<file path="src/rtl/sequential_divider.sv">
// ============================================================================
// Module   : sequential_divider
// Brief    : Multi-cycle restoring divider, one quotient bit per clock.
// Revision : 1.0
// ============================================================================
`default_nettype none

module sequential_divider #(
  parameter int DIVIDEND_W = 8,
  parameter int DIVISOR_W  = 4
) (
  input  logic                  clk,
  input  logic                  rst,
  input  logic                  start,
  input  logic [DIVIDEND_W-1:0] dividend,
  input  logic [DIVISOR_W-1:0]  divisor,
  output logic [DIVIDEND_W-1:0] quotient,
  output logic [DIVISOR_W-1:0]  remainder,
  output logic                  divByZero,
  output logic                  quotientDone
);

  localparam int CNT_W = $clog2(DIVIDEND_W);

  localparam logic [1:0] c_idle = 2'd0;
  localparam logic [1:0] c_iter = 2'd1;
  localparam logic [1:0] c_done = 2'd2;

  localparam logic [CNT_W-1:0] c_last = CNT_W'(DIVIDEND_W - 1);
  localparam logic [CNT_W-1:0] c_one  = CNT_W'(1);

  logic [1:0]            r_state;
  logic [DIVIDEND_W-1:0] r_q;
  // The partial remainder always stays below the divisor, so its extra top
  // bit is implicit: it only exists inside the trial value w_t.
  logic [DIVISOR_W-1:0]  r_r;
  logic [DIVISOR_W-1:0]  r_d;
  logic [CNT_W-1:0]      r_cnt;
  logic                  r_done;

  logic [DIVISOR_W:0]    w_t;
  logic                  w_ge;
  logic [DIVISOR_W-1:0]  w_r_next;
  logic [DIVIDEND_W-1:0] w_q_next;

  always_comb begin
    w_t      = {r_r, r_q[DIVIDEND_W-1]};
    w_ge     = (w_t >= {1'b0, r_d});
    w_r_next = w_ge ? DIVISOR_W'(w_t - {1'b0, r_d}) : w_t[DIVISOR_W-1:0];
    w_q_next = {r_q[DIVIDEND_W-2:0], w_ge};
  end

  always_ff @(posedge clk or negedge rst) begin
    if (!rst) begin
      r_state   <= c_idle;
      r_q       <= '0;
      r_r       <= '0;
      r_d       <= '0;
      r_cnt     <= '0;
      r_done    <= 1'b0;
      quotient  <= '0;
      remainder <= '0;
      divByZero <= 1'b0;
    end else begin
      r_done <= 1'b0;
      case (r_state)
        c_idle: begin
          if (start) begin
            if (divisor != '0) begin
              r_q     <= dividend;
              r_r     <= '0;
              r_d     <= divisor;
              r_cnt   <= '0;
              r_state <= c_iter;
            end else begin
              quotient  <= '1;
              remainder <= dividend[DIVISOR_W-1:0];
              divByZero <= 1'b1;
              r_done    <= 1'b1;
              r_state   <= c_done;
            end
          end
        end
        c_iter: begin
          r_q   <= w_q_next;
          r_r   <= w_r_next;
          r_cnt <= r_cnt + c_one;
          if (r_cnt == c_last) begin
            quotient  <= w_q_next;
            remainder <= w_r_next;
            divByZero <= 1'b0;
            r_done    <= 1'b1;
            r_state   <= c_done;
          end
        end
        c_done:  r_state <= c_idle;
        default: r_state <= c_idle;
      endcase
    end
  end

  assign quotientDone = r_done;

endmodule

`default_nettype wire

</file>
<file path="config.mk">
export PLATFORM = sky130hd
export DESIGN_NAME = sequential_divider
export DESIGN_NICKNAME = d
export VERILOG_FILES = /design/src/rtl/sequential_divider.sv
export SDC_FILE = /design/constraint.sdc
export NUM_CORES = 1
export LEC_CHECK = 0
export ABC_AREA = 0
export CELL_PAD_IN_SITES_DETAIL_PLACEMENT = 0
export CELL_PAD_IN_SITES_GLOBAL_PLACEMENT = 1
export CORE_UTILIZATION = 40
export DETAILED_ROUTE_END_ITERATION = 16
export GPL_TIMING_DRIVEN = 1
export MAX_ROUTING_LAYER = met4
export PLACE_DENSITY_LB_ADDON = 0.1
export SYNTH_ARGS = -nofsm -noshare
export SYNTH_HDL_FRONTEND = slang
export SYNTH_SLANG_ARGS = --single-unit
</file>
<file path="constraint.sdc">
create_clock -name clk -period 2.64 [get_ports clk]
set_clock_uncertainty 0.1 [all_clocks]
set_input_delay 0.396 -clock clk [delete_from_list [all_inputs] [get_ports clk]]
set_output_delay 0.396 -clock clk [all_outputs]
set_load 0.03 [all_outputs]
</file>
[Word-level counts from Yosys, hierarchy flattened]
Cells that the tools add are included.
Word-level totals
  word-level logic and storage cells: 55
  bits in registers: 35
  output and inout bits: 14
  bits of input ports: 15
Operators by class
  equal/unequal tests: 6
  order comparisons: 1
  add/subtract/negate cells: 2
  reduce and logical (&&, ||, !) cells: 7
  mux-type cells: 30
Operators by type and width (number)
  $mux W8: 5
  $pmux W8 S2: 2
  $mux W4: 6
  $pmux W4 S2: 2
  $ne A2 B2 Y1 const B: 4
  $mux W1: 6
  $mux W2: 3
  $mux W3: 2
  $pmux W3 S2: 1
  $reduce_and A3 Y1: 2
  $ge A5 B4 Y1: 1
  $pmux W1 S2: 2
  $pmux W2 S2: 1
  $reduce_and A4 Y1: 1
  $reduce_bool A4 Y1: 1
  $sub A4 B4 Y4: 1
  $add A3 B1 Y3 const B: 1
  $eq A3 B3 Y1 const B: 1
  $eq A2 B1 Y1 const B: 1
  $logic_not A2 Y1: 1
  $reduce_and A2 Y1: 1
  $reduce_bool A2 Y1: 1

[Longest topological paths before layout]
  word-level depth: 4
  depth in mapped cells: 7
  mapped depth without buffers: 7

[Worst setup path after synthesis]
OpenSTA, ideal clock, no wires.
  path kind: input-to-reg
  from: input divisor[1]
  to: register remainder[0]
  stages on the path: 5
  library setup time: 138 ps
  buffers on the path: 1
  arrival: 1810 ps
  setup slack: 592 ps
  required time: 2402 ps
  cells stage by stage: or4_4 > or3b_4 > a21oi_4 > buf_4 > a41oi_1
Between the ends
  longest elaborated chain between the ends: 3
RTL lines
  start, declared: line 16  | input logic [DIVISOR_W-1:0] divisor,
  $reduce_bool A4 Y1: line 69  | if (divisor != '0) begin
  $ne A2 B2 Y1 (no line)
  $reduce_and A4 Y1 (no line)
  end signal, assigned: line 77  | remainder <= dividend[DIVISOR_W-1:0];
  end signal, assigned: line 90  | remainder <= w_r_next;
  end, declared: line 18  | output logic [DIVISOR_W-1:0] remainder,
No other way between the ends.
A chain may end at the register's enable or synchronous reset.

[Worst setup path after layout]
  from: input divisor[1]
  to: register remainder[2]
Same word-level chain as after synthesis.

==> results by group <==
Clocking
  • CTS tree: built
  • Clock transition at path regs: 0.07 ns
  • Setup bufs post-CTS: 0
  • H-Tree Depth: 2
  • Worst skew pair latency: 0.29 ns
  • Max Root-Sink Buffers: 2
  • CTS root buffer: clkbuf_8
  • Clock buffers created by TritonCTS: 5
  • Hold-fix buffers, CTS: 0
  • Resize count post-CTS: 0
  • Total clock sinks: 35

Critical path
  • Worst Path Max Fanout: 23
  • Buf+Inv Stages, Crit Path: 2
  • Setup CP Type: in2reg
  • Max stage delay on crit path: 0.56 ns
  • R2R Setup Slk: 0.48 ns
  • Critical-path cell list: clkdlybuf4s50_1, or4_4, or3b_4, a21oi_4, buf_12, nand2_1, o22a_1
  • Crit path DAT: 2.38 ns
  • Worst Path Required: 2.72 ns
  • Worst setup EP type: flip-flop
  • Crit-path slowest cell: or4_4
  • Crit path max-delay family: simple AND/OR/NAND/NOR gates
  • Startpoint Class: primary input

Min path
  • Class of the worst hold path: reg2reg

Synth
  • Synthesized area: 0.001639 mm²
  • Post-synthesis mux area share: 3.435%
  • Top_reg_cell synth: dfrtp_1
  • Post-Syn Area per Cell: 10.18 µm²
  • Post-synthesis adder-cell area fraction: 5.802%
  • Post-synth EDFFs: 0
  • Syn. warnings: 0
  • Sequential fraction of the synthesis area: 53.44%
  • Post-synthesis xor/xnor area fraction: 0.5344%
  • Synth Instances: 161
  • Post-synth ARST share: 100.0%
  • Syn Nets: 183
  • Post-synthesis sequential element count: 35
  • Synth Area in Compound Gates: 15.27%
  • Synth Area in Simple Gates: 18.09%
  • Largest family of logic cells by synthesized area: simple AND/OR/NAND/NOR gates
  • Distinct cells, synth: 34

Detailed routing
  • Vias/cell: 5.270
  • Detail Route Antenna Nets: 0
  • Initial DRC count: 56
  • Vias: 1270
  • TritonRoute pass-1 iters: 4
  • DRC violations left: 0
  • Avg WL per Cell: 14.03 µm
  • Drt total wl: 3381 µm

Pwr
  • Peak VDD IR: 0.6361 mV
  • LEAKAGE: 0.9098 nW
  • Pwr Density: 1397 mW/mm²

Global routing
  • GR Util All Layers: 18.62%
  • Grt ovf: 0
  • Number of global-route vias before repair: 1255
  • Largest net degree at the start of global routing: 36
  • First-pass GRT wire length: 5830 µm
  • Antenna violations before repair: 0

Placement
  • PortBufs: 28
  • Post-DP HPWL: 2447 µm
  • GP Congestion: 0.7509
  • Post-DP Area: 0.001977 mm²

STA
  • Min Tclk post-route: 2.301 ns
  • Slew Limit Headroom: 38.33%
  • Worst-margin pin slew: 0.9216 ns
  • RSZ-0062 raised after global routing: no
  • Fin. Hold Viols: 0
  • Final setup violation count: 0
  • Setup TNS: 0 ns
  • Fmax: 434.6 MHz
  • Crit share post-route: 87.15%
  • Max-slew violation count: 0

Layout
  • Layout cell share with drive strength beyond 1: 11.40%
  • Fin nets: 214
  • Diode count: 0
  • Most frequent cells in the layout: dfrtp_1, clkdlybuf4s50_1, nand2_1
  • Synthesis-to-layout area growth: 27.48%
  • Commonest non-fill, non-tap cell in the layout: dfrtp_1
  • Final instance area: 0.002090 mm²

Floorplanning
  • FP Rows: 22
  • Die width: 66.02 µm
  • Die Span Y: 66.02 µm
  • Total Die Area: 0.004358 mm²
  • IO Pins: 29
  • Initial core utilization: 43.15%
  • Core area: 0.003799 mm²

Run
  • Maxcap violations: 0

Outcome
  • Outcome: completed
metal layers:
layer | track usage [%] | vias to the layer above | part of all wire (%) | routed length [µm]
met3 | 4.483 | 5 | 4.0 | 135
met1 | 22.69 | 620 | 48 | 1628
met2 | 30.10 | 28 | 47 | 1587
met4 | 6.649 | 0 | 0.86 | 29
met5 | - | - | 0 | 0
li1 | - | 617 | - | -
power breakdown:
part / switching (mW) / leakage (nW) / internal [mW]
Clock: 0.195 / 0.0581 / 0.281
Sequential: 0.177 / 0.402 / 0.798
Combinational: 0.813 / 0.449 / 0.655
Total: 1.19 / 0.910 / 1.73
logic make-up (layout without fill, tap and decap cells):
kind of cell | count (synthesis) | in the layout
compound gates | 34 | 34
fa+ha+maj | 7 | 7
buf+inv | 12 | 44
simple gates | 67 | 67
mux | 5 | 5
flops | 35 | 35
xor+xnor | 1 | 1
synth_stat cells, drive strengths merged, types with 2 or more instances:
| library cell | count | share of area, % |
|---|---|---|
| mux2 | 5 | 3.4 |
| a31oi | 9 | 4.2 |
| inv | 5 | 1.1 |
| or3 | 3 | 1.1 |
| a22o | 2 | 1.1 |
| nand3 | 3 | 0.92 |
| a21oi | 9 | 3.4 |
| buf | 2 | 1.1 |
| nor2b | 2 | 0.76 |
| nand2 | 27 | 6.2 |
| nor2 | 25 | 5.7 |
| o21ai | 3 | 0.92 |
| o22a | 4 | 2.1 |
| clkbuf | 5 | 1.1 |
| dfrtp | 35 | 53 |
| ha | 6 | 4.6 |
| o21a | 2 | 0.92 |
final cells by class:
type	count	area (µm²)
fillers	348	1709
flip-flops and latches	35	875.8
multi-input cells	114	706.9
repair buffers	31	315.3
clock buffers	5	68.82
well taps	48	60.06
clock inverters	3	43.79
inverters	5	18.77
path summary, 6_finish.rpt:
check | end | startpoint | cells past startpoint
max in group asynchronous | quotient[7] | rst | 2
worst min register to register | r_cnt[0] | r_cnt[0] | 1
worst min-delay path | r_cnt[0] | r_cnt[0] | 1
min in group asynchronous | r_r[2] | rst | 2
worst max-delay path | remainder[2] | divisor[1] | 7
worst max register to register | remainder[1] | r_r[0] | 6
sequential cells by signal, indices dropped and copies added, names as in the netlist, 2 cells and up:
name / count
r_q: 8
r_state: 2
r_r: 4
quotient: 8
r_d: 4
remainder: 4
r_cnt: 3
through the flow:
stage / total power, mW / instances / hold slack [ns] / utilization, % / setup slack (ns)
finish: 2.919 / 241 / 0.3887 / 55.01 / 0.3393
global route: 3.168 / 241 / 0.3940 / 55.01 / 0.2938
CTS: 2.958 / 241 / 0.3921 / 55.01 / 0.3451
detailed placement: 2.468 / 233 / 0.3818 / 52.04 / 0.03453
global placement: 2.419 / 233 / 0.3611 / 52.04 / 0.07346
floorplan: 2.003 / 161 / 0.0004089 / - / 0.5916
Power figures use the tool's default switching activity.
